## src/rtl/xbar_core_demux.sv

```systemverilog
// Core-side request demux: routes each core request to TCDM or the peripheral
// interconnect, with only one target in flight at a time. Optional stall counter: XBAR_DEMUX_PERF_EN.
`timescale 1ns/1ps
module xbar_core_demux #(
  parameter int unsigned           ADDR_WIDTH      = 32,
  parameter int unsigned           DATA_WIDTH      = 32,
  parameter int unsigned           BE_WIDTH        = DATA_WIDTH/8,
  parameter logic [ADDR_WIDTH-1:0] TCDM_BASE       = 32'h1000_0000,
  parameter logic [ADDR_WIDTH-1:0] TCDM_MASK       = 32'hFFC0_0000,
  parameter int unsigned           MAX_OUTSTANDING = 4
) (
  input  logic                  clk,
  input  logic                  rst_n,
  input  logic                  data_barrier_i,
  input  logic                  data_exec_cancel_i,
  input  logic                  data_exec_stall_i,
  input  logic                  data_req_i,
  input  logic [ADDR_WIDTH-1:0] data_add_i,
  input  logic                  data_we_i,
  input  logic [DATA_WIDTH-1:0] data_wdata_i,
  input  logic [BE_WIDTH-1:0]   data_be_i,
  output logic                  data_gnt_o,
  output logic                  data_busy_o,
  input  logic                  data_r_gnt_i,
  output logic                  data_r_valid_o,
  output logic [DATA_WIDTH-1:0] data_r_rdata_o,
  output logic                  tcdm_req_o,
  output logic [ADDR_WIDTH-1:0] tcdm_add_o,
  output logic                  tcdm_we_o,
  output logic [DATA_WIDTH-1:0] tcdm_wdata_o,
  output logic [BE_WIDTH-1:0]   tcdm_be_o,
  input  logic                  tcdm_gnt_i,
  input  logic                  tcdm_r_valid_i,
  input  logic [DATA_WIDTH-1:0] tcdm_r_rdata_i,
  output logic                  periph_req_o,
  output logic [ADDR_WIDTH-1:0] periph_add_o,
  output logic                  periph_we_o,
  output logic [DATA_WIDTH-1:0] periph_wdata_o,
  output logic [BE_WIDTH-1:0]   periph_be_o,
  input  logic                  periph_gnt_i,
  input  logic                  periph_r_valid_i,
  input  logic [DATA_WIDTH-1:0] periph_r_rdata_i,
  output logic                  periph_r_ready_o
`ifdef XBAR_DEMUX_PERF_EN
  ,
  output logic [31:0]           perf_stall_o
`endif
);

  localparam int unsigned      CNT_W   = $clog2(MAX_OUTSTANDING + 1);
  localparam logic [CNT_W-1:0] CNT_MAX = CNT_W'(MAX_OUTSTANDING);
  localparam logic [CNT_W-1:0] CNT_ONE = CNT_W'(1);

  typedef enum logic [1:0] {S_IDLE, S_TCDM_PEND, S_PERIPH_PEND, S_DRAIN} state_e;
  typedef enum logic       {TGT_TCDM = 1'b0, TGT_PERIPH = 1'b1} tgt_e;

  state_e           state_q, state_d;
  tgt_e             last_tgt_q, last_tgt_d, tgt;
  logic [CNT_W-1:0] cnt_q, cnt_d;
  logic             allow, grant, periph_resp, resp_fire, resp_dec;

  assign tgt = ((data_add_i & TCDM_MASK) == TCDM_BASE) ? TGT_TCDM : TGT_PERIPH;

  // A new request may only join traffic already heading to the same target,
  // which keeps responses in order without a reorder buffer.
  assign allow = data_req_i & ~data_exec_cancel_i & ~data_exec_stall_i
               & (state_q != S_DRAIN) & (cnt_q < CNT_MAX)
               & ((cnt_q == '0) | (tgt == last_tgt_q));

  assign tcdm_req_o   = allow & (tgt == TGT_TCDM);
  assign periph_req_o = allow & (tgt == TGT_PERIPH);
  assign grant        = (tcdm_req_o & tcdm_gnt_i) | (periph_req_o & periph_gnt_i);
  assign data_gnt_o   = grant;

  assign tcdm_add_o     = data_add_i;
  assign tcdm_we_o      = data_we_i;
  assign tcdm_wdata_o   = data_wdata_i;
  assign tcdm_be_o      = data_be_i;
  assign periph_add_o   = data_add_i;
  assign periph_we_o    = data_we_i;
  assign periph_wdata_o = data_wdata_i;
  assign periph_be_o    = data_be_i;

  assign periph_r_ready_o = data_r_gnt_i;
  assign periph_resp      = periph_r_valid_i & data_r_gnt_i;
  assign data_r_valid_o   = tcdm_r_valid_i | periph_resp;
  assign data_r_rdata_o   = !data_r_valid_o ? '0 :
                            (last_tgt_q == TGT_TCDM) ? tcdm_r_rdata_i : periph_r_rdata_i;

  // Responses with nothing outstanding are protocol errors and leave cnt at 0.
  assign resp_fire   = (last_tgt_q == TGT_TCDM) ? tcdm_r_valid_i : periph_resp;
  assign resp_dec    = resp_fire & (cnt_q != '0);
  assign data_busy_o = (cnt_q != '0);

  always_comb begin
    cnt_d      = cnt_q;
    last_tgt_d = last_tgt_q;
    if (grant) last_tgt_d = tgt;
    case ({grant, resp_dec})
      2'b10:   cnt_d = cnt_q + CNT_ONE;
      2'b01:   cnt_d = cnt_q - CNT_ONE;
      default: cnt_d = cnt_q;
    endcase
  end

  always_comb begin
    state_d = state_q;
    case (state_q)
      S_IDLE: begin
        if (grant) state_d = (tgt == TGT_TCDM) ? S_TCDM_PEND : S_PERIPH_PEND;
      end
      S_TCDM_PEND, S_PERIPH_PEND: begin
        if (data_barrier_i)     state_d = S_DRAIN;
        else if (cnt_d == '0)   state_d = S_IDLE;
      end
      S_DRAIN: begin
        if ((cnt_q == '0) && !data_barrier_i) state_d = S_IDLE;
      end
      default: state_d = S_IDLE;
    endcase
  end

  always_ff @(posedge clk or negedge rst_n) begin
    if (!rst_n) begin
      state_q    <= S_IDLE;
      last_tgt_q <= TGT_TCDM;
      cnt_q      <= '0;
    end else begin
      state_q    <= state_d;
      last_tgt_q <= last_tgt_d;
      cnt_q      <= cnt_d;
    end
  end

`ifdef XBAR_DEMUX_PERF_EN
  logic [31:0] perf_q, perf_d;
  logic        stall_cyc;

  assign stall_cyc = data_req_i & ~data_gnt_o & ~data_exec_cancel_i;

  always_comb begin
    perf_d = perf_q;
    if (stall_cyc && (perf_q != 32'hFFFF_FFFF)) perf_d = perf_q + 32'd1;
  end

  always_ff @(posedge clk or negedge rst_n) begin
    if (!rst_n) perf_q <= '0;
    else        perf_q <= perf_d;
  end

  assign perf_stall_o = perf_q;
`endif

endmodule

```

## config.mk

```make
export PLATFORM = sky130hd
export DESIGN_NAME = xbar_core_demux
export DESIGN_NICKNAME = d
export VERILOG_FILES = /design/src/rtl/xbar_core_demux.sv
export SDC_FILE = /design/constraint.sdc
export NUM_CORES = 1
export LEC_CHECK = 0
export ABC_CLOCK_PERIOD_IN_PS = 3200
export CORE_AREA = 2 2 123 125
export DETAILED_ROUTE_END_ITERATION = 8
export DIE_AREA = 0 0 125 127
export DONT_BUFFER_PORTS = 1
export GPL_TIMING_DRIVEN = 0
export HOLD_SLACK_MARGIN = 0.08
export MAX_ROUTING_LAYER = met4
export PLACE_DENSITY = 0.3
export SKIP_CTS_REPAIR_TIMING = 1
export SYNTH_ARGS = -nofsm -noshare
export SYNTH_HDL_FRONTEND = slang
export SYNTH_SLANG_ARGS = --single-unit
```

## constraint.sdc

```tcl
create_clock -name clk -period 3.2 [get_ports clk]
set_input_delay 0.48 -clock clk [delete_from_list [all_inputs] [get_ports clk]]
set_output_delay 0.48 -clock clk [all_outputs]
set_load 0.01 [all_outputs]
```

==> After elaboration in Yosys (flattened, before gate mapping) <==
Cells that the tools add are included.
{ "word_totals": {"ff_bits": 6, "latchBits": 0, "ramBits": 0, "rom_bits": 0, "inputBits": 144, "out_inout_bits": 176, "word_cells": 52, "n_memories": 0} }
{ "classes": {"n_addsub": 2, "n_mul": 0, "div": 0, "magnitude_cmp": 1, "eq_ne": 11, "shifts": 0, "muxes": 11, "n_bitwise": 16, "n_reduce_logical": 8} }
{ "op_table": {"columns": ["op", "n"], "rows": [
  ["$mux W32", 2],
  ["$and A1 B1 Y1", 11],
  ["$eq A10 B7 Y1 const B", 1],
  ["$mux W2", 5],
  ["$eq A2 B2 Y1 const B", 3],
  ["$logic_not A3 Y1", 2],
  ["$ne A2 B2 Y1 const B", 3],
  ["$pmux W2 S3", 1],
  ["$pmux W3 S2", 1],
  ["$eq A2 B1 Y1 const B", 2],
  ["$add A3 B1 Y3 const B", 1],
  ["$lt A3 B3 Y1 const B", 1],
  ["$ne A3 B3 Y1 const B", 1],
  ["$or A1 B1 Y1", 3],
  ["$reduce_and A3 Y1", 1],
  ["$reduce_bool A3 Y1", 1],
  ["$sub A3 B1 Y3 const B", 1],
  ["$logic_not A2 Y1", 1],
  ["$mux W1", 2],
  ["$not A1 Y1", 2],
  ["$reduce_or A2 Y1", 1],
  ["$eq A1 B1 Y1", 1],
  ["$logic_and A1 B1 Y1", 1],
  ["$logic_not A1 Y1", 1]
]} }

==> Depth between registers and ports, before layout <==
Gate-level depths: netlist of the first run.
{ "logic_depth": {"depth_word": 15, "mapped_depth": 14} }

==> Worst setup path after synthesis of the first run <==
Ideal clock, no wire load.
{ "synth_timing": {"path_type": "register to register", "from": "reg state_q[0]", "to": "reg state_q[0]", "t_arrival_ps": 3328, "t_required_ps": 3066, "path_slack_ps": -262, "stages_incl_launch_ff": 15, "path_cell_list": "dfrtp_1 > ha_1 > or4b_4 > nor3b_1 > mux2i_1 > a21oi_1 > inv_1 > ha_1 > inv_1 > fa_1 > nor2b_1 > a22o_1 > a311oi_1 > a2111oi_4 > mux2i_1"} }
{ "synth_between": {"elab_chain_cells": 12} }
{ "synth_lines": {"columns": ["item", "line_no", "source"], "rows": [
  ["start, declared", "57", "state_e state_q, state_d;"],
  ["start signal, assigned", "129", "state_q <= state_d;"],
  ["$ne A2 B2 Y1 *", "67", "& (state_q != S_DRAIN) & (cnt_q < CNT_MAX)"],
  ["$and A1 B1 Y1 * (2 in series)", "67", null],
  ["$and A1 B1 Y1 *", "68", "& ((cnt_q == '0) | (tgt == last_tgt_q));"],
  ["$and A1 B1 Y1, on equally long branches", "70, 71", null],
  ["$and A1 B1 Y1", "72", "assign grant = (tcdm_req_o & tcdm_gnt_i) | (periph_req_o & periph_gnt_i);"],
  ["$or A1 B1 Y1 *", "72", null],
  ["via data_gnt_o", "22", "output logic data_gnt_o,"],
  ["$eq A2 B1 Y1 or $eq A2 B2 Y1 (tied branches)", "99", "case ({grant, resp_dec})"],
  ["$pmux W3 S2", "99", null],
  ["$logic_not A3 Y1", "114", "else if (cnt_d == '0) state_d = S_IDLE;"],
  ["$ne A3 B3 Y1 (no source line)", null, null],
  ["$reduce_and A3 Y1 (no source line) *", null, null]
]} }
Mark *: on every way through the listed nets, which the timed path passes. The rest lies on a longest branch.
A chain may end at the register's enable or synchronous reset.

==> Worst setup path after layout of the first run <==
{ "layout_timing": {"from": "reg state_q[1]", "to": "reg state_q[1]"} }
The elaborated chain is that of the path after synthesis.

==> key figures, run 1 <==
Synth
  – Syn avg cell area: between 7 and 8 sq um
  – Post-synthesis instance area: 0.00210 sq mm
  – Post-Syn Nets: 428
  – Syn Inst Count: between 200 and 300
  – Count leader, synth: buf_4
  – Seq/Total Area, Yosys: 0.0716
  – #FFs+latches synth: 6
  – Main flop type after synthesis: dfrtp_1
  – Post-synth EDFFs: 0
  – Post-synth top area cell: buf_4
  – FFs w/ async S/R, synth: 1.00
  – Top-area cell type share of the netlist area: 0.497
  – Post-synth cell types: 34
  – Top post-synthesis cells by area: buf_4 50%, mux2i_1 17%, dfrtp_1 7.2%
  – YS warnings: 0
  – Synth top cells by count: 139 x buf_4, 39 x nor2_1, 36 x mux2i_1, 9 x inv_1

Detailed routing
  – Detailed Route Iter0 Violations: 41
  – Via count: roughly 1700
  – Per-cell routed wire length: ~16 um
  – Via density: roughly 3.6
  – Routed Antenna Nets: 0
  – DRC viols: 0
  – Final wirelength: between 7000 and 8000 um
  – TritonRoute pass-1 iters: 4

Worst setup path
  – Setup CP Type: reg2reg
  – CP max FO: 4
  – R2R Path End: state_q[1]$_DFFE_PN0P_
  – Critical Path RT: 3.30 ns
  – Setup crit end kind: register
  – R2R cell count: 14
  – Crit start category: register
  – Setup slack on the worst flop-to-flop path: -0.18 ns
  – Worst path arrival time: ~3.5 ns
  – R2R Path Start: state_q[1]$_DFFE_PN0P_

Die
  – Die area: roughly 0.016 sq mm
  – DIE WIDTH: 125 um
  – Total core area: about 0.014 sq mm
  – Top Ports: 320
  – Die Y-Extent: between 100 and 150 um
  – Initial Utilization: 0.145
  – Site Rows: 44

Power
  – Total Power: around 0.0013 W
  – Worst IR drop on VDD: between 100 and 150 uV
  – Pwr dens: 521 mW/mm^2
  – Leakage dissipation: between 1 and 1.5 nW

Min path
  – Hold Path Depth: 2
  – HP Class: in2reg
  – HP Start: periph_gnt_i
  – Hold worst-path end: last_tgt_q$_DFFE_PN0N_

Clocking
  – Clock root cell: clkbuf_16
  – CTS tree: yes
  – Clk_lat worst skew: 0.23 ns
  – CTS Buffer Depth: 2
  – CTS Sinks: 6
  – H-tree levels: 1
  – Clock-pin slew on the worst setup and hold paths: ~0.030 ns
  – TritonCTS buffer count: 3

GRT
  – First-pass GRT wire length: 9950 um
  – Initial antenna violation count: 0
  – Largest net degree at the start of global routing: 11
  – GRT Overall Usage: 0.0848
  – Total grt overflow: 0
  – Vias in the first global route: roughly 1600

Timing
  – Final setup margin: -0.178 ns
  – Setup TNS: -0.354 ns
  – Final hold viol count: 0
  – Clock skew: 0.000811 ns
  – Slew @ Worst Pin: ~0.7 ns
  – Relative slew slack: 0.519
  – Maximum operating frequency: ~300 MHz
  – Endpoints failing setup: 2
  – Fin crit share: 1.06
  – Tmin final: between 3 and 4 ns
  – Slew Limit Fails: 0
  – RSZ-0062 raised after global routing: true

Final layout
  – Inserted Diodes: 0
  – Post-Layout Cell Count: 470
  – Area growth, synth to finish: 20.5%
  – Layout cells sized above 1: 0.573
  – # fillers: roughly 1700
  – Fin nets: about 440

Placement
  – Port bufs: 0
  – Placed insts: between 400 and 500
  – HPWL after DPL: about 7200 um
  – RD Place Congestion: around 0.8

Status
  – Outcome: finished, violations left
  – Failing checks: setup timing

Run
  – Max Cap Viol: 0
[how the worst max path moves through the flow]
stage,slack (ns),depth (start not counted),to,startpoint
after CTS,-0.67,13,state_q[1]$_DFFE_PN0P_,last_tgt_q$_DFFE_PN0N_
after global routing,-0.30,14,state_q[0]$_DFFE_PN0P_,state_q[1]$_DFFE_PN0P_
after floorplan,-0.06,14,state_q[0]$_DFFE_PN0P_,state_q[1]$_DFFE_PN0P_
after global placement,-0.66,13,state_q[1]$_DFFE_PN0P_,last_tgt_q$_DFFE_PN0N_
final,-0.18,14,state_q[1]$_DFFE_PN0P_,state_q[1]$_DFFE_PN0P_
after detailed placement,-0.66,13,state_q[1]$_DFFE_PN0P_,last_tgt_q$_DFFE_PN0N_
[per-layer routing]
layer,wire length [um],GRT usage,part of all wire,vias to the layer above
li1,-,-,-,775
met1,2420,0.0815,0.31,782
met2,4440,0.169,0.58,146
met3,772,0.0230,0.10,4
met4,52,0.0176,0.0068,0
met5,0,-,0,-
[kinds of logic (layout without fill, tap and decap cells)]
group	count (synthesis)	in the layout	share of synthesized area
buffers and inverters	157	164	0.530
AND/OR/NAND/NOR	58	58	0.130
multiplexers	36	36	0.172
AO/OA/AOI/OAI	14	14	0.0507
flip-flops	6	6	0.0716
adder cells (fa/ha/maj)	5	5	0.0334
XOR/XNOR	3	3	0.0125
[metrics by stage]
| step | utilization | hold slack [ns] | area (sq um) | worst slack [ns] |
|---|---|---|---|---|
| after floorplan | - | 0.184 | 2170 | -0.0638 |
| after global routing | 0.175 | 0.468 | 2530 | -0.298 |
| after global placement | 0.166 | 0.185 | 2400 | -0.663 |
| final | 0.175 | 0.452 | 2530 | -0.178 |
| after detailed placement | 0.166 | 0.185 | 2400 | -0.664 |
| after CTS | 0.171 | -0.0593 | 2470 | -0.673 |
[cells in the final DEF, fill, tap and decap left out, types with 2 or more instances in the layout]
cell type,netlist,routed
buf_4,139,145
nor2_1,39,39
mux2i_1,36,35
inv_1,9,7
a21oi_1,7,6
dfrtp_1,6,6
clkbuf_1,7,5
nand3_1,3,3
clkbuf_16,0,3
xnor2_1,2,2
nor3b_4,0,2
inv_2,0,2
nand2_1,2,2
ha_1,4,2
[power by group]
part,leakage [nW],internal [W],total (W),switching [W]
Combinational,1.05,0.000451,0.000954,0.000503
Clock,0.0370,0.000161,0.000207,0.0000464
Sequential,0.0733,0.000115,0.000156,0.0000408
[cell type report]
type / count / area, sq um / share of cell area
plain buffers: 147 / 1080 / 0.428
clock buffers: 3 / 75.1 / 0.0297
inverters: 9 / 33.8 / 0.0134
repair buffers: 5 / 40.0 / 0.0158
flip-flops and latches: 6 / 150 / 0.0594
multi-input cells: 116 / 917 / 0.363
well taps: 184 / 230 / 0.0910
[worst max-delay path, cell delays in order (launching register included)]
cell and delay, ns:
dfrtp_1 0.37, ha_2 0.20, or4b_4 0.57, nor3b_4 0.25
mux2i_4 0.11, a21oi_4 0.20, inv_2 0.07, ha_4 0.16
inv_2 0.04, fa_1 0.40, nor2b_4 0.14, a22o_1 0.18
a311oi_2 0.34, a2111oi_4 0.08, mux2i_1 0.13
[flip-flops by register name, summed over array words and instances, names as in the netlist]
name and cells:
cnt_q 3, state_q 2, last_tgt_q 1
Power figures use the tool's default switching activity.
==> run 2, diff against run 1 <==
CORE_AREA = 5 5 123 125   (was 2 2 123 125)
DIE_AREA = 0 0 128 130   (was 0 0 125 127)
REMOVE_ABC_BUFFERS = 1   (was unset)
==> run 2 against run 1 <==
Net effect:
- the run still ends with setup timing left
- wire length is 91% higher
- register-to-register slack worse by 0.03 ns
- hold slack better by 0.051 ns
- clock power hardly changed
- flip-flop and latch count stayed put
- largest cell class is now multi-input combinational cells
- largest power group unchanged
==> key figures, run 2 (synthesis results as in run 1) <==
Clocking
  – CTS Buffer Depth: 2 (unchanged)
  – Clock root cell: clkbuf_16
  – CTS tree: yes
  – Clk_lat worst skew: 0.23 ns (about the same)
  – Clock-pin slew on the worst setup and hold paths: 0.04 ns (about the same)
  – H-tree levels: 1 (unchanged)
  – TritonCTS buffer count: 3 (unchanged)
  – CTS Sinks: 6 (unchanged)

Power
  – Leakage dissipation: 0.471 nW (-60%)
  – Total Power: 0.00114 W (-13%)
  – Worst IR drop on VDD: 228 uV (+110%)
  – Pwr dens: 787 mW/mm^2 (+51%)

Die
  – DIE WIDTH: 128 um (+2.4%)
  – Total core area: 0.0138 sq mm (-4.5%)
  – Initial Utilization: 0.152 (+0.00687)
  – Die Y-Extent: 130 um (+2.4%)
  – Top Ports: 320 (unchanged)
  – Site Rows: 43 (-2.3%)
  – Die area: 0.0166 sq mm (+4.8%)

Detailed routing
  – Via count: 1287 (-25%)
  – DRC viols: 0 (unchanged)
  – Routed Antenna Nets: 0 (unchanged)
  – Final wirelength: 14700 um (+91%)
  – Via density: 4.02 (+11%)
  – Per-cell routed wire length: 46.0 um (+180%)
  – TritonRoute pass-1 iters: 4 (unchanged)
  – Detailed Route Iter0 Violations: 51 (+24%)

GRT
  – Initial antenna violation count: 0 (unchanged)
  – Vias in the first global route: 1088 (-33%)
  – Total grt overflow: 0 (unchanged)
  – GRT Overall Usage: 0.164 (+0.0792)
  – GRT met1 Usage: 0.102 (+0.0206)
  – First-pass GRT wire length: 16500 um (+66%)
  – Global Route met2 Usage: 0.260 (+0.0906)
  – Most used routing layer: met2
  – Largest net degree at the start of global routing: 35 (+24)
  – GR Util met3: 0.237 (+0.214)

Timing
  – Final hold viol count: 0 (unchanged)
  – Tmin final: 3.41 ns (+0.0303 ns)
  – Fin crit share: 1.07 (+0.00948)
  – Relative slew slack: 0.518 (-0.00114)
  – Slew Limit Fails: 0 (unchanged)
  – Slew @ Worst Pin: 0.719 ns (-0.00263 ns)
  – Maximum operating frequency: 293 MHz (-0.89%)
  – RSZ-0062 raised after global routing: true
  – Clock skew: 0.00395 ns (+0.00314 ns)
  – Endpoints failing setup: 2 (unchanged)
  – Final setup margin: -0.208 ns (-0.0303 ns)

Worst setup path
  – Critical Path RT: 3.29 ns (about the same)
  – R2R Path Start: state_q[1]$_DFFE_PN0P_
  – Worst path arrival time: 3.50 ns (+0.02 ns)
  – CP Launch Point: state_q[1]$_DFFE_PN0P_
  – Setup crit end kind: register
  – Crit start category: register
  – Setup CP Type: reg2reg
  – CP max FO: 4 (unchanged)

Final layout
  – Layout cells sized above 1: 0.171 (-0.402)
  – Fin area: 0.00145 sq mm (-43%)
  – Area growth, synth to finish: -30.9%
  – Inserted Diodes: 0 (unchanged)
  – Most common cell after layout, fill and taps aside: nor2_1
  – Fin nets: 290 (-34%)
  – Max reg flops: 3 (unchanged)
  – Commonest cells after routing, fill and taps aside: 39 x nor2_1, 35 x mux2i_1, 7 x inv_1
  – Biggest register: cnt_q
  – Biggest regs: cnt_q x3, state_q x2, last_tgt_q x1

Placement
  – DP Area: 0.00128 sq mm (-46%)
  – Port bufs: 0 (unchanged)
  – RD Place Congestion: 0.820 (+5.5%)
  – HPWL after DPL: 13800 um (+91%)

Status
  – Outcome: finished, violations left
  – Failing checks: setup timing

Run
  – Max Cap Viol: 0 (unchanged)

Min path
  – HP Start: periph_gnt_i
  – HP Class: in2reg
run 2: worst max-delay path, cell delays in order, from the launching register on:
cell and delay [ns]:
dfrtp_1 0.37, ha_2 0.20, or4b_4 0.57, nor3b_2 0.20, mux2i_2 0.12, a21oi_4 0.22, inv_2 0.07, ha_4 0.18
inv_2 0.05, fa_1 0.40, nor2b_4 0.14, a22o_1 0.19, a311oi_2 0.31, a2111oi_4 0.10, mux2i_1 0.14
run 2: per-stage QoR:
stage	worst slack [ns]	std cells	utilization	TNS [ns]	hold slack, ns
after floorplan	-0.395	131	-	-0.790	0.184
after global placement	-1.08	311	0.0904	-2.80	0.185
after detailed placement	-0.617	313	0.0933	-1.23	0.185
after CTS	-0.635	317	0.0990	-1.26	-0.0572
after global routing	-0.349	320	0.105	-0.690	0.551
final	-0.208	320	0.105	-0.413	0.503
run 2: final cells by class:
type	instances	area [sq um]
clock buffers	4	78.8
fillers	1614	12300
inverters	9	33.8
multi-input cells	116	901
flip-flops and latches	6	151
well taps	180	225
repair buffers	5	60.1
run 2: report_power, final:
group / switching [W] / total, W / internal (W) / leakage (nW)
clock: 0.0000424 / 0.000208 / 0.000165 / 0.0382
sequential: 0.0000497 / 0.000166 / 0.000116 / 0.0719
combinational: 0.000422 / 0.000767 / 0.000346 / 0.361
run 2: routing by layer:
| layer | vias up | wire length (um) |
|---|---|---|
| met3 | 6 | 4490 |
| met1 | 567 | 3090 |
| met2 | 233 | 7080 |
| met5 | - | 0 |
| li1 | 481 | - |
| met4 | 0 | 42 |
run 2: worst paths after layout:
| check | slack (ns) | cells past startpoint | endpoint |
|---|---|---|---|
| worst max-delay path | -0.21 | 14 | state_q[0]$_DFFE_PN0P_ |
| max in group asynchronous | 2.36 | 1 | last_tgt_q$_DFFE_PN0N_ |
| worst min register to register | 0.59 | 1 | cnt_q[0]$_DFF_PN0_ |
| min in group asynchronous | 0.58 | 1 | state_q[1]$_DFFE_PN0P_ |
| worst min-delay path | 0.50 | 2 | last_tgt_q$_DFFE_PN0N_ |
| worst max register to register | -0.21 | 14 | state_q[0]$_DFFE_PN0P_ |
